<file path="src/rtl/serial_adder_ctrl_pkg.sv">
// Shared definitions for the serial adder controllers.
//  state_t : FSM state encoding (IDLE=0, RUN=1, DONE=2; 3 is unused and recovers to IDLE)
//  clog2   : counter width helper, never smaller than one bit
package serial_adder_ctrl_pkg;

    typedef enum logic [1:0] {
        ST_IDLE = 2'd0,
        ST_RUN  = 2'd1,
        ST_DONE = 2'd2
    } state_t;

    // Bits needed to count 0..w-1; a single-bit add still gets a 1-bit counter.
    function automatic int unsigned clog2(input int unsigned w);
        if (w <= 1) begin
            return 1;
        end
        return 32'($clog2(w));
    endfunction

endpackage

</file>
<file path="src/rtl/full_adder_cell.sv">
// Gate-level 1-bit full adder shared by the serial controllers.
//  a, b : operand bits
//  ci   : carry in
//  s    : sum bit     (a ^ b ^ ci)
//  co   : carry out   ((a & b) | (ci & (a ^ b)))
module full_adder_cell (
    input  logic a,
    input  logic b,
    input  logic ci,
    output logic s,
    output logic co
);

    logic ab_xor;
    logic ab_and;
    logic ci_and;

    xor g_xor_ab  (ab_xor, a, b);
    xor g_xor_sum (s, ab_xor, ci);
    and g_and_ab  (ab_and, a, b);
    and g_and_ci  (ci_and, ci, ab_xor);
    or  g_or_co   (co, ab_and, ci_and);

endmodule

</file>
<file path="src/rtl/serial_adder_ctrl.sv">
// Serial N-bit adder: one full-adder cell stepped LSB first, once per clock.
//  clk   : rising-edge clock
//  rst   : asynchronous active-high reset
//  start : request an add; accepted only while ready=1
//  a, b  : operands, captured with an accepted start
//  cin   : carry in, captured with an accepted start
//  ready : start will be accepted (IDLE or DONE)
//  busy  : add in progress (RUN)
//  done  : one-cycle pulse, sum/cout just updated
//  sum   : result, held until the next completion
//  cout  : carry out, held with sum
module serial_adder_ctrl
    import serial_adder_ctrl_pkg::*;
#(
    parameter int unsigned WIDTH = 8
) (
    input  logic             clk,
    input  logic             rst,
    input  logic             start,
    input  logic [WIDTH-1:0] a,
    input  logic [WIDTH-1:0] b,
    input  logic             cin,
    output logic             ready,
    output logic             busy,
    output logic             done,
    output logic [WIDTH-1:0] sum,
    output logic             cout
);

    localparam int unsigned    CNT_W    = clog2(WIDTH);
    localparam logic [CNT_W-1:0] CNT_LAST = CNT_W'(WIDTH - 1);

    state_t           state_q;
    state_t           state_d;
    logic [CNT_W-1:0] cnt_q;
    logic             carry_q;
    logic [WIDTH-1:0] a_sh;
    logic [WIDTH-1:0] b_sh;
    logic [WIDTH-1:0] res_sh;
    logic [WIDTH-1:0] res_next;
    logic             cell_s;
    logic             cell_co;
    logic             load;
    logic             step;
    logic             finish;

    full_adder_cell u_cell (
        .a  (a_sh[0]),
        .b  (b_sh[0]),
        .ci (carry_q),
        .s  (cell_s),
        .co (cell_co)
    );

    // New sum bit enters at the MSB; after WIDTH steps bit 0 sits at the LSB.
    assign res_next = (res_sh >> 1) | (WIDTH'(cell_s) << (WIDTH - 1));

    // Next-state and control strobes.
    always_comb begin
        state_d = state_q;
        load    = 1'b0;
        step    = 1'b0;
        finish  = 1'b0;
        case (state_q)
            ST_IDLE: begin
                if (start) begin
                    state_d = ST_RUN;
                    load    = 1'b1;
                end
            end
            ST_RUN: begin
                step = 1'b1;
                if (cnt_q == CNT_LAST) begin
                    state_d = ST_DONE;
                    finish  = 1'b1;
                end
            end
            ST_DONE: begin
                if (start) begin
                    state_d = ST_RUN;
                    load    = 1'b1;
                end else begin
                    state_d = ST_IDLE;
                end
            end
            default: state_d = ST_IDLE;
        endcase
    end

    // State register with registered handshake outputs derived from the next state.
    always_ff @(posedge clk or posedge rst) begin
        if (rst) begin
            state_q <= ST_IDLE;
            ready   <= 1'b1;
            busy    <= 1'b0;
            done    <= 1'b0;
        end else begin
            state_q <= state_d;
            ready   <= (state_d != ST_RUN);
            busy    <= (state_d == ST_RUN);
            done    <= finish;
        end
    end

    // Operand/result shift registers, carry and bit counter.
    always_ff @(posedge clk or posedge rst) begin
        if (rst) begin
            cnt_q   <= '0;
            carry_q <= 1'b0;
            a_sh    <= '0;
            b_sh    <= '0;
            res_sh  <= '0;
            sum     <= '0;
            cout    <= 1'b0;
        end else if (load) begin
            a_sh    <= a;
            b_sh    <= b;
            carry_q <= cin;
            cnt_q   <= '0;
        end else if (step) begin
            a_sh    <= a_sh >> 1;
            b_sh    <= b_sh >> 1;
            carry_q <= cell_co;
            res_sh  <= res_next;
            // Counter parks at zero on the last step so it never runs past WIDTH-1.
            cnt_q   <= finish ? '0 : cnt_q + CNT_W'(1);
            if (finish) begin
                sum  <= res_next;
                cout <= cell_co;
            end
        end
    end

endmodule

</file>
<file path="config.mk">
export PLATFORM = sky130hd
export DESIGN_NAME = serial_adder_ctrl
export DESIGN_NICKNAME = d
export VERILOG_FILES = /design/src/rtl/serial_adder_ctrl_pkg.sv /design/src/rtl/full_adder_cell.sv /design/src/rtl/serial_adder_ctrl.sv
export SDC_FILE = /design/constraint.sdc
export NUM_CORES = 1
export LEC_CHECK = 0
export BUFFER_PORTS_ARGS = -buffer_cell sky130_fd_sc_hd__buf_2
export CORE_ASPECT_RATIO = 0.8
export CORE_UTILIZATION = 35
export CTS_BUF_LIST = sky130_fd_sc_hd__clkbuf_2 sky130_fd_sc_hd__clkbuf_4 sky130_fd_sc_hd__clkbuf_8
export DETAILED_ROUTE_END_ITERATION = 8
export GPL_TIMING_DRIVEN = 0
export MAX_ROUTING_LAYER = met4
export SYNTH_ARGS = -nofsm -noshare
export SYNTH_HDL_FRONTEND = slang
export SYNTH_SLANG_ARGS = --single-unit
</file>
<file path="constraint.sdc">
create_clock -name clk -period 1.4 [get_ports clk]
set_input_delay 0.21 -clock clk [delete_from_list [all_inputs] [get_ports clk]]
set_output_delay 0.21 -clock clk [all_outputs]
set_load 0.02 [all_outputs]
</file>
# After elaboration in Yosys (flattened, before gate mapping)
# Index checks and enable logic that the tools add are counted.
# totals
reg_bits,42
output_inout_bits,12
# classes
add_sub_neg,1
eq_ne,5
muxes,18
bitwise,7
reduce_logical,5
# op_table
op,count
$mux W8,4
$mux W3,3
$mux W1,8
$or A7 B8 Y8,1
$pmux W2 S3,1
$eq A2 B1 Y1 const B,2
$mux W2,2
$add A3 B1 Y3 const B,1
$eq A3 B3 Y1 const B,1
$reduce_and A3 Y1,1
$and A1 B1 Y1,2
$eq A2 B2 Y1 const B,1
$logic_not A2 Y1,1
$ne A2 B1 Y1 const B,1
$reduce_and A2 Y1,1
$reduce_bool A2 Y1,1
$reduce_or A2 Y1,1
$xor A1 B1 Y1,2
$not A1 Y1,1
$or A1 B1 Y1,1

# Logic depth before layout (Yosys ltp)
# Gate-level depths: netlist (run 1).
# logic_depth
word_depth,6
ltp_mapped,6
mapped_depth_nobuf,4

# Hierarchy
# A second synthesis (run 1) with hierarchy kept.
# unflattened
cells_unflattened,158
area_unflattened_um2,1821.7
# by_module_without_submodules
module,instances,cells_each,area_per_inst_um2,seq_area_each_um2
serial_adder_ctrl,1,157,1801.7,1027.2
full_adder_cell,1,1,20.0,0.0

# Worst setup path after synthesis (run 1)
# Ideal clock, no wire load.
# synth_path
path_type,register to register
from,register cnt_q[0]
to,register cout
arrival_ps,1334
required_time_ps,1275
path_slack_ps,-59
stages_incl_launch_ff,6
synth_period_minus_slack_ps,1459
path_cell_list,dfrtp_1 -> ha_1 -> ha_1 -> and2_4 -> buf_6 -> mux2_4
# synth_between
elab_chain_cells,4
# synth_lines
element,line,source
start: declaration,serial_adder_ctrl.sv:35,logic [CNT_W-1:0] cnt_q;
start signal: assignment,serial_adder_ctrl.sv:126,cnt_q <= finish ? '0 : cnt_q + CNT_W'(1);
$eq A3 B3 Y1,serial_adder_ctrl.sv:73,if (cnt_q == CNT_LAST) begin
$mux W1,serial_adder_ctrl.sv:73,
$mux W1,serial_adder_ctrl.sv:64,case (state_q)
net finish,serial_adder_ctrl.sv:45,logic finish;
$reduce_and A3 Y1 (no line),--,
end signal: assignment,serial_adder_ctrl.sv:129,cout <= cell_co;
end: declaration,serial_adder_ctrl.sv:27,output logic cout
# The timed path passes the listed nets, and every way through them passes these cells.
# A chain may end at the register's enable or synchronous reset.

# Worst setup path in the final report (run 1)
# layout_path
from,register cnt_q[0]
to,register sum[3]
# layout_between
elab_chain_cells,4
# layout_lines
element,line,source
$eq A3 B3 Y1,serial_adder_ctrl.sv:73,
$mux W1,serial_adder_ctrl.sv:73,
$mux W1,serial_adder_ctrl.sv:64,
$reduce_and A3 Y1 (no line),--,
end signal: assignment,serial_adder_ctrl.sv:128,sum <= res_next;
end: declaration,serial_adder_ctrl.sv:26,"output logic [WIDTH-1:0] sum,"
# No other way between the ends.

==> implementation parameters, run 1 <==
Parameter                              Value

Drt
  Number of nets with antenna violations after detailed routing    0
  Average via count per standard cell    4.78
  Number of optimization iterations in the first detailed-route pass    4
  Number of remaining DRC errors    0
  Total length of routed wires    3.58 mm
  Iteration-0 DRC Markers    118
  Vias post-DR    1248
  Wirelength per Cell    13.7 um

STA
  Worst slew margin    0.433
  Worst-margin pin slew    0.849 ns
  Number of setup violations in the final report    0
  Final hold slack    0.0711 ns
  Final Cycle Share    0.976
  Setup repair after global routing missed its margin    yes
  Final hold violation count    0
  Setup TNS    0 ns
  Number of pins exceeding their max-slew limit in the final report    0
  Maximum clock skew at final layout    0.0143 ns
  FMAX    0.732 GHz
  Final min period    1.37 ns

Finish
  Synthesis-to-layout area growth    20.1%
  Share of post-route cells with drive strength above 1    0.352
  Number of antenna cells inserted    0
  Number of fillers in the final layout    486
  Final core utilization    0.440
  Total number of nets in the final design    221

Critical path
  CP Cell Sequence    ha_2 > ha_4 > and2_4 > mux2_4
  Worst path buffer plus inverter count    0
  Largest stage delay on the critical path    0.37 ns
  CP max stage cell    sky130_fd_sc_hd__dfrtp_1
  Data arrival, critical path    1.55 ns
  Crit path launch type    flip-flop
  Setup CP Type    flip-flop to flip-flop
  CP top delay family    flip-flops
  Required time worst endpoint    1.58 ns
  Crit. End Element    flip-flop
  Worst-path maximum fanout    6

Floorplan
  Effective utilization at floorplan    0.366
  Ports placed on the boundary    32
  DIE HEIGHT    67.0 um
  DIE WIDTH    83.2 um
  Row cnt    23
  Core box area    5040 sq um
  Area of the die    5570 sq um

Synth
  Sequential-to-total area share from yosys stat    0.557
  Post-synthesis mux area share    0.128
  Post-Synth XOR/XNOR Area    0
  Arithmetic-cell share of the synthesized area counting full adders, half adders and majority gates    0.0244
  Most used flip-flop cell after synthesis    sky130_fd_sc_hd__dfrtp_1
  Nets in the synthesized netlist    180
  Synthesis warning total    0
  Number of distinct standard cells referenced by the synthesized netlist    26
  Library cell with the highest instance count after synthesis    sky130_fd_sc_hd__dfrtp_1
  Post-synthesis instance area    1850 sq um
  Mean instance size in the synthesized netlist    11.8 sq um
  Proportion of synthesized flip-flops having asynchronous set or reset    1.00
  Most common library cells after synthesis    sky130_fd_sc_hd__dfrtp_1 (40), sky130_fd_sc_hd__nand2_1 (21), sky130_fd_sc_hd__nor2b_1 (10)
  Main combinational cell family by area after synthesis    simple AND/OR/NAND/NOR gates
  Simple-gate portion of the synthesized area    0.133
  Complex-gate fraction of the synthesized area    0.106
  Flip-flop and latch count after synthesis    41
  Number of enable-type register cells in the synthesized netlist    0
  Cells after Synth    157
  Proportion of netlist area held by the largest area contributor    0.542
  Dominant cell type by area after synthesis    sky130_fd_sc_hd__dfrtp_1
  Leading cell types by total area after synthesis    sky130_fd_sc_hd__dfrtp_1 (54%), sky130_fd_sc_hd__mux2_4 (7.3%), sky130_fd_sc_hd__mux2i_1 (4.9%)

Pwr
  Power after layout    5.04 mW
  Cell internal power dissipation    3.18 mW
  Share of power burned in combinational logic    0.433
  Clock network fraction of total power    0.151
  PwrDens    2270 nW/um^2
  Leakage power summed over all cells    1.03 nW
  P_sw    1.86 mW
  Sw Ratio    0.369
  Worst ir drop on vdd    0.000738 V
  Portion of total power attributed to sequential cells    0.416

Placement
  Global placer's final weighted congestion    0.714
  Half-perimeter wire length of the detailed placement result    2.33 mm
  IO buf count    31

Clock tree
  CTS root buffer    sky130_fd_sc_hd__clkbuf_8
  Worst-path clk slew    0.09 ns
  Clock Tree Buf Depth    2
  Level count of the clock H-tree    2
  CTS tree    done
  Number of buffers inserted by hold repair at cts    0
  Number of clock sinks seen by CTS    41
  Number of buffers added by the clock tree synthesis step    5
  Skew-Pair Late Insertion Delay    0.30 ns

Worst hold path
  Type of the tightest min-delay check    input pin to asynchronous set/reset pin

Global routing
  GRT overflow    0
  Antenna violations before repair    0
  Global-route wire length before repair    5.98 mm
  Number of global-route vias before repair    1271
  Total routing usage reported by global routing    0.146
  Pin count of the biggest net entering global routing    42

Run
  Max-cap violations    0

Status
  Result of the run    completed
==> routing by layer <==
metal / track usage / vias to the layer above / share of wire
met5: - / - / 0
met4: 0.0517 / 0 / 0.012
met3: 0.0570 / 5 / 0.048
met2: 0.226 / 22 / 0.44
met1: 0.176 / 593 / 0.50
li1: - / 628 / -
==> area by class of cell <==
type / instances / area (sq um) / area share
Timing Repair Buffer: 34 / 190 / 0.0858
Buffer: 11 / 82.6 / 0.0372
Clock inverter: 3 / 17.5 / 0.00790
Inverter: 2 / 7.51 / 0.00339
Multi-Input combinational cell: 103 / 746 / 0.336
Sequential cell: 41 / 1030 / 0.463
Tap cell: 62 / 77.6 / 0.0350
Clock buffer: 5 / 68.8 / 0.0310
==> stage by stage <==
stage                     setup slack [ns]  instances  instance area (sq um)
final                               0.0332        261                   2220
after global placement              -0.339        250                   2100
after global routing               -0.0180        261                   2220
after CTS                         -0.00856        257                   2170
after detailed placement           -0.0506        250                   2100
after floorplan                    0.00525        157                   1860
==> placed cells by master (no fill, tap or decap), types with 3 or more instances in the layout <==
cell,instances
sky130_fd_sc_hd__o22ai_1,6
sky130_fd_sc_hd__buf_2,34
sky130_fd_sc_hd__nand2_1,21
sky130_fd_sc_hd__a211oi_1,9
sky130_fd_sc_hd__dfrtp_1,40
sky130_fd_sc_hd__buf_6,3
sky130_fd_sc_hd__mux2i_1,9
sky130_fd_sc_hd__a22o_1,4
sky130_fd_sc_hd__nor3_1,6
sky130_fd_sc_hd__nor2_1,7
sky130_fd_sc_hd__mux2_4,9
sky130_fd_sc_hd__clkbuf_8,5
sky130_fd_sc_hd__nor2b_1,10
sky130_fd_sc_hd__a21oi_1,9
sky130_fd_sc_hd__buf_4,6
==> state kept, by name, summed over array words and instances (netlist names) <==
signal and flops:
sum 8, carry_q 1, cout 1, res_sh 7, busy 1, ready 1, state_q 2, b_sh 8
cnt_q 3, a_sh 8, done 1
==> power groups by stage <==
stage	combinational, mW	clock [mW]	sequential [mW]
3_3_place_gp	2.10	0	2.11
3_5_place_dp	2.14	0	2.13
4_1_cts	2.14	0.792	2.11
6_report	2.18	0.763	2.10
2_1_floorplan	1.49	0	2.24
5_1_grt	2.43	0.842	2.17
==> logic make-up (layout without fill, tap and decap cells) <==
family,count (synthesis),in the layout
buf+inv,14,55
flops,41,41
fa+ha+maj,3,3
mux,19,19
compound gates,30,30
simple gates,50,51
==> worst register-to-register path, stage by stage, from the launching register on <==
cell                      delay (ns)
sky130_fd_sc_hd__dfrtp_1        0.37
sky130_fd_sc_hd__ha_2           0.20
sky130_fd_sc_hd__ha_4           0.17
sky130_fd_sc_hd__and2_4         0.22
sky130_fd_sc_hd__mux2_4         0.31
==> worst paths after layout <==
path / depth (start not counted) / startpoint / endpoint / slack (ns)
setup / recovery: 4 / cnt_q[0]$_DFFE_PP0P_ / sum[3]$_DFFE_PP0P_ / 0.03
hold / removal: 2 / rst / res_sh[7]$_DFFE_PP0P_ / 0.07
setup reg to reg: 4 / cnt_q[0]$_DFFE_PP0P_ / sum[3]$_DFFE_PP0P_ / 0.03
hold reg to reg: 2 / res_sh[1]$_DFFE_PP0P_ / res_sh[1]$_DFFE_PP0P_ / 0.50
max in group asynchronous: 2 / rst / cnt_q[0]$_DFFE_PP0P_ / 0.78
min in group clk: 2 / b[7] / b_sh[7]$_DFFE_PP0P_ / 0.16
==> timing repair <==
item | CTS | global route
setup buffers | 0 | 3
gates cloned | 0 | 1
pin swaps | 1 | 0
setup endpoints to repair | 10 | 12
resized for setup | 1 | 3
hold endpoints to repair | 0 | 0
Note: power is estimated with default switching activity, not from simulation.
==> inputs of run 2 (changes only) <==
BUFFER_PORTS_ARGS = -buffer_cell sky130_fd_sc_hd__clkbuf_2   (was -buffer_cell sky130_fd_sc_hd__buf_2)
==> implementation parameters, run 2 (same netlist as run 1, synthesis figures left out) <==
Parameter                              Value

Status
  Result of the run    completed

Finish
  Finished layout cell area    2270 sq um
  Top library cells by usage in the layout, fill and taps aside    sky130_fd_sc_hd__dfrtp_1 (40), sky130_fd_sc_hd__clkbuf_2 (31), sky130_fd_sc_hd__nand2_1 (21)
  Share of post-route cells with drive strength above 1    0.360
  Most frequent standard cell in the layout excluding fill and tap cells    sky130_fd_sc_hd__dfrtp_1
  Number of fillers in the final layout    466
  Synthesis-to-layout area growth    23.1%
  Final core utilization    0.451
  Registers with the most flip-flops    a_sh x8, b_sh x8, sum x8
  Total number of nets in the final design    222
  Number of antenna cells inserted    0

Critical path
  Data arrival, critical path    1.54 ns
  Worst-path maximum fanout    6
  Critical path origin    cnt_q[1]$_DFFE_PP0P_
  Setup CP Type    flip-flop to flip-flop
  Startpoint of the worst-slack reg-to-reg timing path    cnt_q[1]$_DFFE_PP0P_
  Endpoint of the most critical register-to-register path    sum[2]$_DFFE_PP0P_
  Crit path launch type    flip-flop
  Worst-case reg-to-reg path depth    4
  Crit. End Element    flip-flop
  Slack of the worst reg-to-reg path    0.04 ns
  Required time worst endpoint    1.58 ns

Clock tree
  Number of clock sinks seen by CTS    41
  CTS tree    done
  CTS root buffer    sky130_fd_sc_hd__clkbuf_8
  Worst-path clk slew    0.08 ns
  Number of buffers added by the clock tree synthesis step    5
  Skew-Pair Late Insertion Delay    0.30 ns
  Level count of the clock H-tree    2
  Clock Tree Buf Depth    2

Drt
  Iteration-0 DRC Markers    71
  Total length of routed wires    3.65 mm
  Average via count per standard cell    4.90
  Number of remaining DRC errors    0
  Wirelength per Cell    13.9 um
  Number of optimization iterations in the first detailed-route pass    4
  Vias post-DR    1283
  Number of nets with antenna violations after detailed routing    0

Placement
  IO buf count    31
  Dpl ws    -0.0434 ns
  Global placer's final weighted congestion    0.712
  Total placed instance area    2100 sq um
  Half-perimeter wire length of the detailed placement result    2.31 mm

Floorplan
  Row cnt    23
  DIE WIDTH    83.2 um
  Effective utilization at floorplan    0.366
  Ports placed on the boundary    32
  DIE HEIGHT    67.0 um
  Core box area    5040 sq um
  Area of the die    5570 sq um

STA
  FMAX    0.734 GHz
  Maximum clock skew at final layout    0.00978 ns
  Number of pins exceeding their max-slew limit in the final report    0
  Worst slew margin    0.438
  Worst-margin pin slew    0.841 ns
  Final min period    1.36 ns
  Final hold slack    0.0564 ns
  Number of setup violations in the final report    0
  Setup repair after global routing missed its margin    yes
  Slack of the critical path    0.0377 ns
  Final hold violation count    0
  Final Cycle Share    0.973

Worst hold path
  Type of the tightest min-delay check    input pin to asynchronous set/reset pin

Run
  Max-cap violations    0

Global routing
  Antenna violations before repair    0
  Pin count of the biggest net entering global routing    42
  Global-route wire length before repair    5.99 mm
  Total routing usage reported by global routing    0.145
  GRT overflow    0
  Number of global-route vias before repair    1255

Pwr
  PwrDens    2390 nW/um^2
  Power after layout    5.42 mW
  Leakage power summed over all cells    1.06 nW
  Worst ir drop on vdd    0.000941 V
[run 2: cell type report]
class	instances	area, sq um	share of cell area
buffer	11	82.6	0.0364
clock buffer	5	68.8	0.0303
clock inverter	3	65.1	0.0287
inverter	2	7.51	0.00331
multi-input combinational	103	753	0.332
sequential	41	1030	0.452
tap	62	77.6	0.0342
timing repair buffer	35	189	0.0832
[run 2: repair_timing]
item,in CTS,in global routing
hold buffers,0,0
cloned,0,2
setup endpoints to repair,10,13
setup buffers,1,2
gates resized for setup,1,5
pin swaps,1,0
endpoints found under the hold margin,0,0
[run 2: layer usage]
metal | global-route usage | up-vias | part of all wire
met1 | 0.180 | 622 | 0.49
met4 | 0.0647 | 0 | 0.013
li1 | - | 629 | -
met3 | 0.0421 | 6 | 0.044
met5 | - | - | 0
met2 | 0.220 | 26 | 0.46
[run 2: how the worst max path moves through the flow]
stage / depth (start not counted) / slack [ns] / to
after global routing: 4 / -0.005 / sum[2]$_DFFE_PP0P_
after global placement: 2 / -0.32 / cnt_q[1]$_DFFE_PP0P_
final: 4 / 0.04 / sum[2]$_DFFE_PP0P_
after floorplan: 5 / 0.005 / cout$_DFFE_PP0P_
after detailed placement: 5 / -0.04 / sum[2]$_DFFE_PP0P_
after CTS: 4 / 0.002 / sum[2]$_DFFE_PP0P_
[run 2: per-stage QoR]
step,setup TNS (ns),cells
CTS,0,258
global route,-0.00920,262
floorplan,0,157
finish,0,262
global placement,-13.10,250
detailed placement,-0.348,250
[run 2: power by group]
part | internal [mW] | total (mW) | switching, mW
sequential | 1.75 | 2.10 | 0.349
clock | 0.708 | 1.12 | 0.412
combinational | 1.09 | 2.20 | 1.12
[run 2: critical path: stages (launching register included)]
cell and delay [ns]:
sky130_fd_sc_hd__dfrtp_1 0.39, sky130_fd_sc_hd__ha_2 0.20, sky130_fd_sc_hd__ha_4 0.18, sky130_fd_sc_hd__and2_4 0.18
sky130_fd_sc_hd__mux2_4 0.30
==> inputs of run 3 (changes only) <==
SETUP_SLACK_MARGIN = 0.4   (was unset)
==> implementation parameters, run 3 (same netlist as run 1, synthesis figures left out) <==
Parameter                              Value

Placement
  Global placer's final weighted congestion    0.663
  Instance count after placement with tap cells included    250
  Half-perimeter wire length of the detailed placement result    2.34 mm
  IO buf count    31

Clock tree
  Worst-path clk slew    0.09 ns
  CTS tree    done
  Number of buffers inserted by hold repair at cts    0
  Number of clock sinks seen by CTS    41
  Skew-Pair Late Insertion Delay    0.30 ns
  Level count of the clock H-tree    2
  Number of buffers added by the clock tree synthesis step    5
  Clock Tree Buf Depth    2
  CTS root buffer    sky130_fd_sc_hd__clkbuf_8

Floorplan
  Effective utilization at floorplan    0.366
  Row cnt    23
  DIE WIDTH    83.2 um
  Ports placed on the boundary    32
  DIE HEIGHT    67.0 um
  Core box area    5040 sq um
  Area of the die    5570 sq um

Finish
  Top library cells by usage in the layout, fill and taps aside    sky130_fd_sc_hd__dfrtp_1 (39), sky130_fd_sc_hd__buf_4 (20), sky130_fd_sc_hd__clkbuf_2 (19)
  Total number of nets in the final design    249
  Share of post-route cells with drive strength above 1    0.643
  Number of non-filler instances in the completed layout    289
  Synthesis-to-layout area growth    60.2%
  Most frequent standard cell in the layout excluding fill and tap cells    sky130_fd_sc_hd__dfrtp_1
  Number of antenna cells inserted    0
  Registers with the most flip-flops    a_sh x8, b_sh x8, sum x8

Status
  Violations in the final reports    setup timing
  Result of the run    finished, violations left

Drt
  Number of remaining DRC errors    0
  Iteration-0 DRC Markers    49
  Number of optimization iterations in the first detailed-route pass    4
  Wirelength per Cell    15.1 um
  Number of nets with antenna violations after detailed routing    0
  Average via count per standard cell    4.92
  Total length of routed wires    4.37 mm
  Vias post-DR    1421

STA
  Slack of the critical path    -0.0466 ns
  FMAX    0.691 GHz
  Final hold violation count    0
  Number of pins exceeding their max-slew limit in the final report    0
  Maximum clock skew at final layout    0.0188 ns
  Final Cycle Share    1.03
  Setup repair after global routing missed its margin    yes
  Number of setup violations in the final report    9
  Worst slew margin    0.413
  Final min period    1.45 ns
  Final hold slack    0.0620 ns
  Worst-margin pin slew    0.878 ns

Critical path
  Data arrival, critical path    1.63 ns
  Slack of the worst reg-to-reg path    -0.05 ns
  Worst-path maximum fanout    10
  Worst path buffer plus inverter count    1
  CP top delay family    flip-flops
  Startpoint of the worst-slack reg-to-reg timing path    cnt_q[0]$_DFFE_PP0P_
  CP max stage cell    sky130_fd_sc_hd__dfrtp_1
  Largest stage delay on the critical path    0.41 ns
  Endpoint of the most critical register-to-register path    sum[3]$_DFFE_PP0P_
  Required time worst endpoint    1.58 ns
  Worst-case reg-to-reg path depth    5
  Setup CP Type    flip-flop to flip-flop
  CP Cell Sequence    ha_4 > ha_4 > and2_4 > buf_12 > mux2_4
  Crit path launch type    flip-flop
  Most frequent cell on the critical path    sky130_fd_sc_hd__ha_4
  Crit. End Element    flip-flop

Pwr
  Leakage power summed over all cells    1.32 nW
  Worst ir drop on vdd    0.00122 V
  PwrDens    2400 nW/um^2

Global routing
  Total routing usage reported by global routing    0.164
  Global-route wire length before repair    6.80 mm
  Pin count of the biggest net entering global routing    42
  GRT overflow    0
  Antenna violations before repair    0
  Number of global-route vias before repair    1446

Run
  Max-cap violations    0

Worst hold path
  Type of the tightest min-delay check    input pin to asynchronous set/reset pin
-- run 3: cell count changes in the layout (fill, tap and decap cells not counted), sizes merged --
cell,previous run,this run
inv,2,1
bufinv,2,0
clkinv,1,2
clkbuf,37,31
clkdlybuf4s15,1,0
clkinvlp,0,1
and2,3,2
buf,13,49
-- run 3: timing repair --
item	in CTS	in global routing
pin swaps	16	13
setup endpoints to repair	46	53
resized for setup	50	66
cloned	4	1
buffers inserted	17	9
-- run 3: where the power goes --
group          internal (mW)  switching, mW  leakage, nW
clock                  0.400          0.426       0.0512
combinational           2.39           1.63        0.774
sequential              1.75          0.502        0.496
total                   4.54           2.56         1.32
-- run 3: cell type report --
type	count	area, sq um
buffer	12	138
timing repair buffer	62	581
tap	62	77.6
fill	396	2080
sequential	41	1030
clock buffer	6	82.6
clock inverter	2	13.8
multi-input combinational	102	1020
inverter	2	11.3
-- run 3: how the worst max path moves through the flow --
stage | from | endpoint | slack (ns) | cells after the start
after floorplan | cnt_q[1]$_DFFE_PP0P_ | cout$_DFFE_PP0P_ | 0.01 | 5
after global placement | state_q[0]$_DFF_PP0_ | sum[2]$_DFFE_PP0P_ | -0.05 | 5
after detailed placement | state_q[0]$_DFF_PP0_ | sum[7]$_DFFE_PP0P_ | -0.06 | 5
after CTS | cnt_q[1]$_DFFE_PP0P_ | sum[3]$_DFFE_PP0P_ | -0.04 | 5
after global routing | cnt_q[0]$_DFFE_PP0P_ | sum[3]$_DFFE_PP0P_ | -0.07 | 5
final | cnt_q[0]$_DFFE_PP0P_ | sum[3]$_DFFE_PP0P_ | -0.05 | 5
-- run 3: stage by stage --
stage	total power, mW	instance area, sq um	worst slack, ns	util	TNS (ns)
2_1_floorplan	3.83	1900	0.0121	-	0
3_3_place_gp	4.33	2140	-0.0513	0.424	-0.426
3_5_place_dp	4.38	2140	-0.0596	0.424	-0.498
4_1_cts	6.27	2630	-0.0448	0.521	-0.314
5_1_grt	7.54	2960	-0.0745	0.587	-0.579
6_report	7.10	2960	-0.0466	0.587	-0.317
-- run 3: worst register-to-register path, cell delays in order (launching register included) --
cell,delay (ns)
sky130_fd_sc_hd__dfrtp_1,0.41
sky130_fd_sc_hd__ha_4,0.18
sky130_fd_sc_hd__ha_4,0.17
sky130_fd_sc_hd__and2_4,0.14
sky130_fd_sc_hd__buf_12,0.14
sky130_fd_sc_hd__mux2_4,0.29
-- run 3: routing by layer --
layer	routed length, um	GRT usage	vias to the layer above	share of wire
li1	-	-	678	-
met4	65	0.0776	0	0.015
met3	170	0.0409	7	0.039
met5	0	-	-	0
met2	2190	0.262	36	0.50
met1	1950	0.198	700	0.45
